File: src/rtl/canv_pix_read_pkg.sv
// Shared graphics constants: bits-per-pixel encodings and default vram latency.
// Also provides the bpp normalisation used wherever pixels are unpacked.
package canv_pix_read_pkg;

  typedef logic [3:0] bpp_t;

  localparam bpp_t BPP_1 = 4'd1;
  localparam bpp_t BPP_2 = 4'd2;
  localparam bpp_t BPP_4 = 4'd4;
  localparam bpp_t BPP_8 = 4'd8;

  localparam int VRAM_LAT_DEF = 2;

  // Anything other than 1/2/4/8 bits per pixel falls back to 4.
  function automatic bpp_t normBpp(input bpp_t bpp);
    case (bpp)
      BPP_1, BPP_2, BPP_4, BPP_8: return bpp;
      default:                    return BPP_4;
    endcase
  endfunction

endpackage

File: src/rtl/canv_pix_read_pix_select.sv
// Combinational pixel extractor: picks one packed pixel out of a vram word.
// Shared with the display path, so it holds no state.
module pix_select
  import canv_pix_read_pkg::*;
#(
  parameter int WORD  = 32,
  parameter int PIXW  = 7,
  parameter int COLRW = 8
) (
  input  logic [WORD-1:0]  word_i,
  input  logic [PIXW-1:0]  pixId_i,
  input  logic [3:0]       bpp_i,
  output logic [COLRW-1:0] cidx_o
);

  localparam int SHW = PIXW + 4;

  bpp_t            bppN;
  logic [SHW-1:0]  shAmt;
  logic [WORD-1:0] shifted;
  logic [WORD-1:0] mask;

  // Shift amounts past the word width naturally yield zero.
  always_comb begin
    bppN    = normBpp(bpp_i);
    shAmt   = SHW'(pixId_i) * SHW'(bppN);
    shifted = word_i >> shAmt;
    mask    = ~({WORD{1'b1}} << bppN);
    cidx_o  = COLRW'(shifted & mask);
  end

endmodule

File: src/rtl/canv_pix_read.sv
// Single-pixel canvas reader: bounds check, linear index, vram fetch,
// then pixel extraction with a one-cycle valid strobe.
module canv_pix_read
  import canv_pix_read_pkg::*;
#(
  parameter int CORDW    = 16,
  parameter int WORD     = 32,
  parameter int ADDRW    = 14,
  parameter int SHIFTW   = 3,
  parameter int COLRW    = 8,
  parameter int VRAM_LAT = VRAM_LAT_DEF
) (
  input  logic                    clk_i,
  input  logic                    rst_i,
  input  logic                    start_i,
  input  logic signed [CORDW-1:0] x_i,
  input  logic signed [CORDW-1:0] y_i,
  input  logic [CORDW-1:0]        canv_w_i,
  input  logic [CORDW-1:0]        canv_h_i,
  input  logic [3:0]              canv_bpp_i,
  input  logic [ADDRW-1:0]        addr_base_i,
  input  logic [SHIFTW-1:0]       addr_shift_i,
  output logic [ADDRW-1:0]        vram_addr_o,
  input  logic [WORD-1:0]         vram_dout_i,
  output logic [COLRW-1:0]        cidx_o,
  output logic                    valid_o,
  output logic                    oob_o,
  output logic                    busy_o
);

  localparam logic [2:0] IDLE = 3'd0;
  localparam logic [2:0] CALC = 3'd1;
  localparam logic [2:0] ADDR = 3'd2;
  localparam logic [2:0] WAIT = 3'd3;
  localparam logic [2:0] DONE = 3'd4;

  localparam int PIXW = (SHIFTW > 0) ? (1 << SHIFTW) - 1 : 1;
  localparam int IDXW = 2 * CORDW;
  localparam int CNTW = (VRAM_LAT > 1) ? $clog2(VRAM_LAT) : 1;

  logic [2:0]              state_q,    state_d;
  logic signed [CORDW-1:0] x_q,        x_d;
  logic signed [CORDW-1:0] y_q,        y_d;
  logic [CORDW-1:0]        w_q,        w_d;
  logic [CORDW-1:0]        h_q,        h_d;
  logic [3:0]              bpp_q,      bpp_d;
  logic [ADDRW-1:0]        base_q,     base_d;
  logic [SHIFTW-1:0]       shift_q,    shift_d;
  logic [IDXW-1:0]         index_q,    index_d;
  logic [PIXW-1:0]         pixId_q,    pixId_d;
  logic [CNTW-1:0]         cnt_q,      cnt_d;
  logic [ADDRW-1:0]        vramAddr_q, vramAddr_d;
  logic [COLRW-1:0]        cidx_q,     cidx_d;
  logic                    valid_q,    valid_d;
  logic                    oob_q,      oob_d;
  logic                    busy_q,     busy_d;

  logic                    outOfBounds;
  logic [COLRW-1:0]        pixCidx;

  pix_select #(
    .WORD  (WORD),
    .PIXW  (PIXW),
    .COLRW (COLRW)
  ) u_pix_select (
    .word_i  (vram_dout_i),
    .pixId_i (pixId_q),
    .bpp_i   (bpp_q),
    .cidx_o  (pixCidx)
  );

  // Negative coordinates are caught by sign bit before the unsigned compares.
  always_comb begin
    outOfBounds = x_q[CORDW-1] || y_q[CORDW-1] ||
                  ($unsigned(x_q) >= w_q) || ($unsigned(y_q) >= h_q);
  end

  always_comb begin
    state_d    = state_q;
    x_d        = x_q;
    y_d        = y_q;
    w_d        = w_q;
    h_d        = h_q;
    bpp_d      = bpp_q;
    base_d     = base_q;
    shift_d    = shift_q;
    index_d    = index_q;
    pixId_d    = pixId_q;
    cnt_d      = cnt_q;
    vramAddr_d = vramAddr_q;
    cidx_d     = cidx_q;
    valid_d    = 1'b0;
    oob_d      = oob_q;
    busy_d     = busy_q;

    case (state_q)
      IDLE: begin
        if (start_i) begin
          x_d     = x_i;
          y_d     = y_i;
          w_d     = canv_w_i;
          h_d     = canv_h_i;
          bpp_d   = canv_bpp_i;
          base_d  = addr_base_i;
          shift_d = addr_shift_i;
          oob_d   = 1'b0;
          busy_d  = 1'b1;
          state_d = CALC;
        end
      end
      CALC: begin
        oob_d = outOfBounds;
        if (outOfBounds) begin
          state_d = DONE;
        end else begin
          index_d = IDXW'($unsigned(y_q)) * IDXW'(w_q) + IDXW'($unsigned(x_q));
          state_d = ADDR;
        end
      end
      ADDR: begin
        vramAddr_d = base_q + ADDRW'(index_q >> shift_q);
        pixId_d    = PIXW'(index_q) & ~({PIXW{1'b1}} << shift_q);
        cnt_d      = CNTW'(VRAM_LAT - 1);
        state_d    = (VRAM_LAT == 0) ? DONE : WAIT;
      end
      WAIT: begin
        if (cnt_q == '0) begin
          state_d = DONE;
        end else begin
          cnt_d = cnt_q - 1'b1;
        end
      end
      DONE: begin
        cidx_d  = oob_q ? '0 : pixCidx;
        valid_d = 1'b1;
        busy_d  = 1'b0;
        state_d = IDLE;
      end
      default: state_d = IDLE;
    endcase
  end

  always_ff @(posedge clk_i) begin
    if (rst_i) begin
      state_q    <= IDLE;
      x_q        <= '0;
      y_q        <= '0;
      w_q        <= '0;
      h_q        <= '0;
      bpp_q      <= '0;
      base_q     <= '0;
      shift_q    <= '0;
      index_q    <= '0;
      pixId_q    <= '0;
      cnt_q      <= '0;
      vramAddr_q <= '0;
      cidx_q     <= '0;
      valid_q    <= 1'b0;
      oob_q      <= 1'b0;
      busy_q     <= 1'b0;
    end else begin
      state_q    <= state_d;
      x_q        <= x_d;
      y_q        <= y_d;
      w_q        <= w_d;
      h_q        <= h_d;
      bpp_q      <= bpp_d;
      base_q     <= base_d;
      shift_q    <= shift_d;
      index_q    <= index_d;
      pixId_q    <= pixId_d;
      cnt_q      <= cnt_d;
      vramAddr_q <= vramAddr_d;
      cidx_q     <= cidx_d;
      valid_q    <= valid_d;
      oob_q      <= oob_d;
      busy_q     <= busy_d;
    end
  end

  assign vram_addr_o = vramAddr_q;
  assign cidx_o      = cidx_q;
  assign valid_o     = valid_q;
  assign oob_o       = oob_q;
  assign busy_o      = busy_q;

endmodule
File: config.mk
export PLATFORM = sky130hd
export DESIGN_NAME = canv_pix_read
export DESIGN_NICKNAME = d
export VERILOG_FILES = /design/src/rtl/canv_pix_read_pkg.sv /design/src/rtl/canv_pix_read_pix_select.sv /design/src/rtl/canv_pix_read.sv
export SDC_FILE = /design/constraint.sdc
export NUM_CORES = 1
export LEC_CHECK = 0
export CAP_MARGIN = 30
export CORE_UTILIZATION = 45
export CTS_BUF_LIST = sky130_fd_sc_hd__clkbuf_2
export DETAILED_ROUTE_END_ITERATION = 7
export GPL_TIMING_DRIVEN = 0
export HOLD_SLACK_MARGIN = 0.02
export PLACE_DENSITY = 0.73
export SLEW_MARGIN = 15
export SYNTH_ARGS = -nofsm -noshare
export SYNTH_HDL_FRONTEND = slang
export SYNTH_SLANG_ARGS = --single-unit
File: constraint.sdc
create_clock -name clk_i -period 11.9 [get_ports clk_i]
set_input_delay 2.38 -clock clk_i [delete_from_list [all_inputs] [get_ports clk_i]]
set_output_delay 2.38 -clock clk_i [all_outputs]
set_load 0.01 [all_outputs]
==> results.json, run 1 <==
{
  "run_status": "finished, final reports clean",
  "grt_pass1_vias": 13400,
  "hold_viol": 0,
  "final_util_pct": 52.8,
  "cts_sinks": 142,
  "yosysWarnings": 0,
  "cts_resized": 0,
  "layout_commonest_cell": "nand2_1",
  "holdWs_ns": 0.470,
  "cts_setup_buffers": 0,
  "grt_usage_pct": 26.1,
  "grt_max_degree": 17,
  "ant_nets": 0,
  "worst_slew_pin_slew_ns": 0.887,
  "r2r_start": "w_q[5]$_SDFFE_PP0P_",
  "slew_headroom_pct": 40.4,
  "postRouteWirelength_mm": 42.7,
  "dp_hpwl_mm": 35.4,
  "critical_path_required_ns": 12.54,
  "drive_above_1_share_pct": 4.49,
  "ys_seq_area_share_pct": 18.9,
  "fmax_mhz": 146,
  "grt_pass1_wl_mm": 69.1,
  "start_util_pct": 46.0,
  "layout.nets": 2379,
  "ir_drop_v": 0.0000675,
  "via_per_inst": 5.35,
  "syn_area_per_cell_sq_um": 8.33,
  "slew_viol_final": 0,
  "ys_types": 61,
  "drt_iter0_drc": 875,
  "clk_pin_slew_worst_paths_ns": 0.27,
  "crit_arrival_ns": 7.50,
  "ys_ff_latch": 142,
  "core-area_sq_mm": 0.0327,
  "fin_crit_sh_pct": 57.6,
  "grt-ovfl-total": 0,
  "syn_nets": 2216,
  "area_growth_pct": 14.8,
  "path_class": "flop to flop",
  "finalSetupViolCount": 0,
  "syn_area_sq_mm": 0.0150,
  "cts_tree": "yes",
  "antenna_found_initial": 1,
  "synth_edf_count": 0,
  "worstHoldStart": "vram_addr_o[8]$_SDFFE_PP0P_",
  "ios": 145,
  "postCtsHoldBufs": 0,
  "die_area_sq_mm": 0.0342,
  "clockRootBuffer": "clkbuf_2",
  "endpoint_kind": "flop",
  "power_density_mw_per_mm2": 80.5,
  "fin_setup_tns_ns": 0,
  "drcViolationCount": 0,
  "period_minus_slack_ns": 6.86,
  "worstPathMaxFanout": 10,
  "htree_levels": 4,
  "synthCells": 1806,
  "die_h_um": 185,
  "reg2reg_slack_ns": 5.04,
  "clk_latency_ns": 0.74,
  "routabilityCongestion": 0.931,
  "wl_per_cell_um": 17.6,
  "clockBufferDepth": 2,
  "rsz0062_at_grt": "false",
  "hold_class": "flop to flop",
  "min_path_cells": 2,
  "leakagePower_nw": 7.74,
  "worst_setup_path_start_kind": "flop",
  "hold_end": "vram_addr_o[8]$_SDFFE_PP0P_",
  "die_width_um": 185,
  "reg2reg_depth": 20,
  "async_reset_ff_share_pct": 0,
  "portBuffers": 143,
  "final_cell_mix": "nand2_1, inv_1, fa_1",
  "r2r-end": "index_q[20]$_SDFFE_PP0P_",
  "ys.flop_type": "dfxtp_1",
  "num_vias": 13000,
  "rows": 66,
  "cap_viol_max_count": 0,
  "dr.pass1.iters": 6,
  "skew_ns": 0.0561,
  "cts_buffers": 17
}
how the worst max path moves through the flow:
stage / end / slack [ns] / start / depth (start not counted)
2_1_floorplan: index_q[20]$_SDFFE_PP0P_ / 6.03 / w_q[6]$_SDFFE_PP0P_ / 23
3_3_place_gp: index_q[20]$_SDFFE_PP0P_ / 5.20 / w_q[6]$_SDFFE_PP0P_ / 20
3_5_place_dp: index_q[20]$_SDFFE_PP0P_ / 5.10 / w_q[6]$_SDFFE_PP0P_ / 20
4_1_cts: index_q[20]$_SDFFE_PP0P_ / 5.06 / w_q[6]$_SDFFE_PP0P_ / 20
5_1_grt: index_q[20]$_SDFFE_PP0P_ / 4.63 / w_q[6]$_SDFFE_PP0P_ / 23
6_report: index_q[20]$_SDFFE_PP0P_ / 5.04 / w_q[5]$_SDFFE_PP0P_ / 20
layer usage:
layer	vias up	part of all wire [%]	GRT usage (%)
li1	6127	-	-
met1	6241	41	32.8
met2	505	48	45.0
met3	99	6.6	3.89
met4	0	3.8	9.92
met5	-	0	0
synthesized netlist by cell type, drive strengths merged, types with 9 or more instances:
cell type | count | area share [%]
nand2 | 392 | 9.9
inv | 263 | 6.6
fa | 169 | 22
a21oi | 157 | 5.2
dfxtp | 142 | 19
ha | 121 | 10
clkbuf | 79 | 2.0
mux2i | 67 | 4.5
and2 | 65 | 2.7
nor2 | 55 | 1.4
xnor2 | 37 | 2.2
o21ai | 36 | 1.2
mux4 | 21 | 3.2
buf | 20 | 0.72
a21o | 17 | 0.85
nand3 | 15 | 0.50
mux2 | 13 | 0.97
a211oi | 12 | 0.67
nor3 | 12 | 0.40
xor2 | 11 | 0.64
nand4 | 10 | 0.42
nor2b | 9 | 0.37
o21a | 9 | 0.45
or3 | 9 | 0.37
cell type report:
class,instances,area [sq um]
Multi-Input combinational cell,1302,10800
Clock inverter,15,128
Buffer,99,405
Antenna cell,2,5.00
Inverter,263,987
Fill cell,3119,15400
Clock buffer,17,85.1
Timing Repair Buffer,144,1440
Tap cell,442,553
Sequential cell,142,2840
sequential cells by signal, summed over array words and instances (netlist names), 3 cells and up:
signal       cells
pixId_q          7
cidx_o           8
x_q             16
index_q         21
state_q          3
base_q          14
vram_addr_o     14
y_q             16
w_q             16
shift_q          3
h_q             16
bpp_q            4
critical path, cell delays in order (launching register included):
cell and delay, ns:
dfxtp_1 0.36, clkbuf_1 0.34, clkbuf_1 0.60, nand2_1 0.17, fa_1 0.54, inv_1 0.05
fa_1 0.53, inv_1 0.06, fa_1 0.48, fa_1 0.50, inv_1 0.06, fa_1 0.51
fa_1 0.50, ha_1 0.38, nand2_1 0.08, o31ai_1 0.44, o21ai_0 0.26, o21ai_0 0.33
a31oi_1 0.16, xnor2_1 0.17, a311oi_1 0.27
logic make-up after synthesis:
| kind of cell | synth area share (%) |
|---|---|
| buf+inv | 9.26 |
| flops | 18.9 |
| simple gates | 17.1 |
| compound gates | 10.8 |
| fa+ha+maj | 32.6 |
| mux | 8.65 |
| xor+xnor | 2.80 |
per-stage QoR:
step / setup WS, ns / total power, mW / cells / cell area (sq um)
floorplan: 6.03 / 0.921 / 1806 / 15000
global placement: 5.20 / 1.11 / 2391 / 17000
detailed placement: 5.10 / 1.12 / 2392 / 17000
CTS: 5.06 / 1.39 / 2424 / 17300
global route: 4.63 / 1.48 / 2426 / 17300
finish: 5.04 / 1.39 / 2426 / 17300
report_power, final:
part           switching [mW]  internal (mW)  leakage [nW]
registers              0.0423          0.512          1.16
clock network           0.208         0.0614         0.118
logic                   0.336          0.229          6.46
Note: power is estimated with default switching activity, not from simulation.
==> inputs of run 2 (changes only) <==
- clock period: 11.9 -> 6.6 ns (I/O delays scaled with it)
==> results.json, run 2 (same netlist as run 1, synthesis figures left out) <==
{
  "run_status": "finished, final reports clean",
  "worst_setup_path_start_kind": "flop",
  "cap_viol_max_count": 0,
  "final_util_pct": 52.9,
  "cts_tree": "yes",
  "slew_viol_final": 0,
  "clk_pin_slew_worst_paths_ns": 0.27,
  "ir_drop_v": 0.000122,
  "drt_iter0_drc": 966,
  "area_growth_pct": 15.2,
  "wl_per_cell_um": 17.7,
  "via_per_inst": 5.39,
  "hold_class": "flop to flop",
  "clk_latency_ns": 0.73,
  "period_minus_slack_ns": 6.23,
  "die_width_um": 185,
  "dr.pass1.iters": 7,
  "leakagePower_nw": 7.82,
  "die_area_sq_mm": 0.0342,
  "largest_register_ffs": 21,
  "cts_sinks": 142,
  "grt_pass1_vias": 13400,
  "dp_hpwl_mm": 35.4,
  "met2_usage_pct": 44.8,
  "path_class": "flop to flop",
  "drive_above_1_share_pct": 6.37,
  "power_density_mw_per_mm2": 145,
  "worst_slew_pin_slew_ns": 0.916,
  "grt_max_degree": 17,
  "fmax_mhz": 160,
  "portBuffers": 143,
  "finalSetupViolCount": 0,
  "grt-ovfl-total": 0,
  "critical_path_required_ns": 7.23,
  "hold_viol": 0,
  "final_cell_mix": "nand2_1, inv_1, fa_1",
  "start_util_pct": 46.0,
  "endpoint_kind": "flop",
  "die_h_um": 185,
  "grt_use_met3_pct": 3.79,
  "grtUsageMet1_pct": 32.9,
  "crit_arrival_ns": 6.86,
  "drcViolationCount": 0,
  "clockBufferDepth": 2,
  "gr-max-usage-layer": "met2",
  "regMostFlops": "index_q",
  "postCtsHoldBufs": 0,
  "htree_levels": 4,
  "ant_nets": 0,
  "core-area_sq_mm": 0.0327,
  "grt_pass1_wl_mm": 69.1,
  "antenna_found_initial": 1,
  "worstPathMaxFanout": 10,
  "place_inst": 2392,
  "layout_commonest_cell": "nand2_1",
  "rows": 66,
  "layout.nets": 2375,
  "stdcell_count": 2421,
  "clockRootBuffer": "clkbuf_2",
  "slew_headroom_pct": 38.5,
  "skew_ns": 0.0584,
  "grt_usage_pct": 26.1,
  "ios": 145,
  "num_vias": 13100,
  "postRouteWirelength_mm": 42.8,
  "cts_buffers": 17,
  "fin_crit_sh_pct": 94.4,
  "cts_setup_buffers": 0,
  "routabilityCongestion": 0.931
}
[run 2: layer usage]
| layer | part of all wire, % | up-vias |
|---|---|---|
| met2 | 48 | 524 |
| li1 | - | 6129 |
| met3 | 6.4 | 98 |
| met5 | 0 | - |
| met4 | 3.7 | 0 |
| met1 | 42 | 6302 |
[run 2: final timing paths]
check | endpoint | start | slack (ns) | depth (start not counted)
worst max-delay path | index_q[20]$_SDFFE_PP0P_ | y_q[11]$_SDFFE_PP0P_ | 0.37 | 22
worst min-delay path | vram_addr_o[8]$_SDFFE_PP0P_ | vram_addr_o[8]$_SDFFE_PP0P_ | 0.47 | 2
worst max register to register | index_q[20]$_SDFFE_PP0P_ | y_q[11]$_SDFFE_PP0P_ | 0.37 | 22
worst min register to register | vram_addr_o[8]$_SDFFE_PP0P_ | vram_addr_o[8]$_SDFFE_PP0P_ | 0.47 | 2
[run 2: through the flow]
step	TNS (ns)	hold WS (ns)	instance area [sq um]	setup slack [ns]	total power, mW
finish	0	0.470	17300	0.367	2.51
global route	-0.00411	0.489	17300	-0.00411	2.68
CTS	0	0.472	17300	0.0100	2.51
detailed placement	-0.200	0.446	17000	-0.200	2.03
global placement	-0.130	0.444	17000	-0.102	1.99
floorplan	0	0.436	15000	0.734	1.66
[run 2: cell type report]
type                       instances  area (sq um)
sequential                       142          2870
tap                              442           553
inverter                         263           987
fill                            3105         15400
buffer                            95           434
clock buffer                      17          85.1
antenna                            1          2.50
timing repair buffer             144          1440
multi-input combinational       1302         10800
clock inverter                    15           128
[run 2: where the power goes]
part	total (mW)	switching, mW	internal (mW)
clock	0.481	0.371	0.111
combinational	1.02	0.601	0.416
sequential	1.01	0.0828	0.924
[run 2: what timing repair did]
action	in CTS	in global routing
resized for setup	9	61
endpoints found under the setup margin	3	4
pin swaps	0	0
[run 2: critical path, cell delays in order (launching register included)]
cell and delay, ns:
dfxtp_1 0.48, clkbuf_2 0.36, nand2_1 0.13, fa_1 0.52, inv_1 0.05, fa_1 0.47, inv_1 0.05, fa_1 0.51
inv_1 0.05, fa_1 0.47, inv_1 0.05, fa_1 0.52, inv_1 0.05, fa_1 0.47, ha_1 0.38, o21a_1 0.21
o21a_1 0.17, o22a_1 0.17, o21ai_0 0.15, o21ai_0 0.22, a31oi_1 0.26, xnor2_1 0.12, a311oi_1 0.27
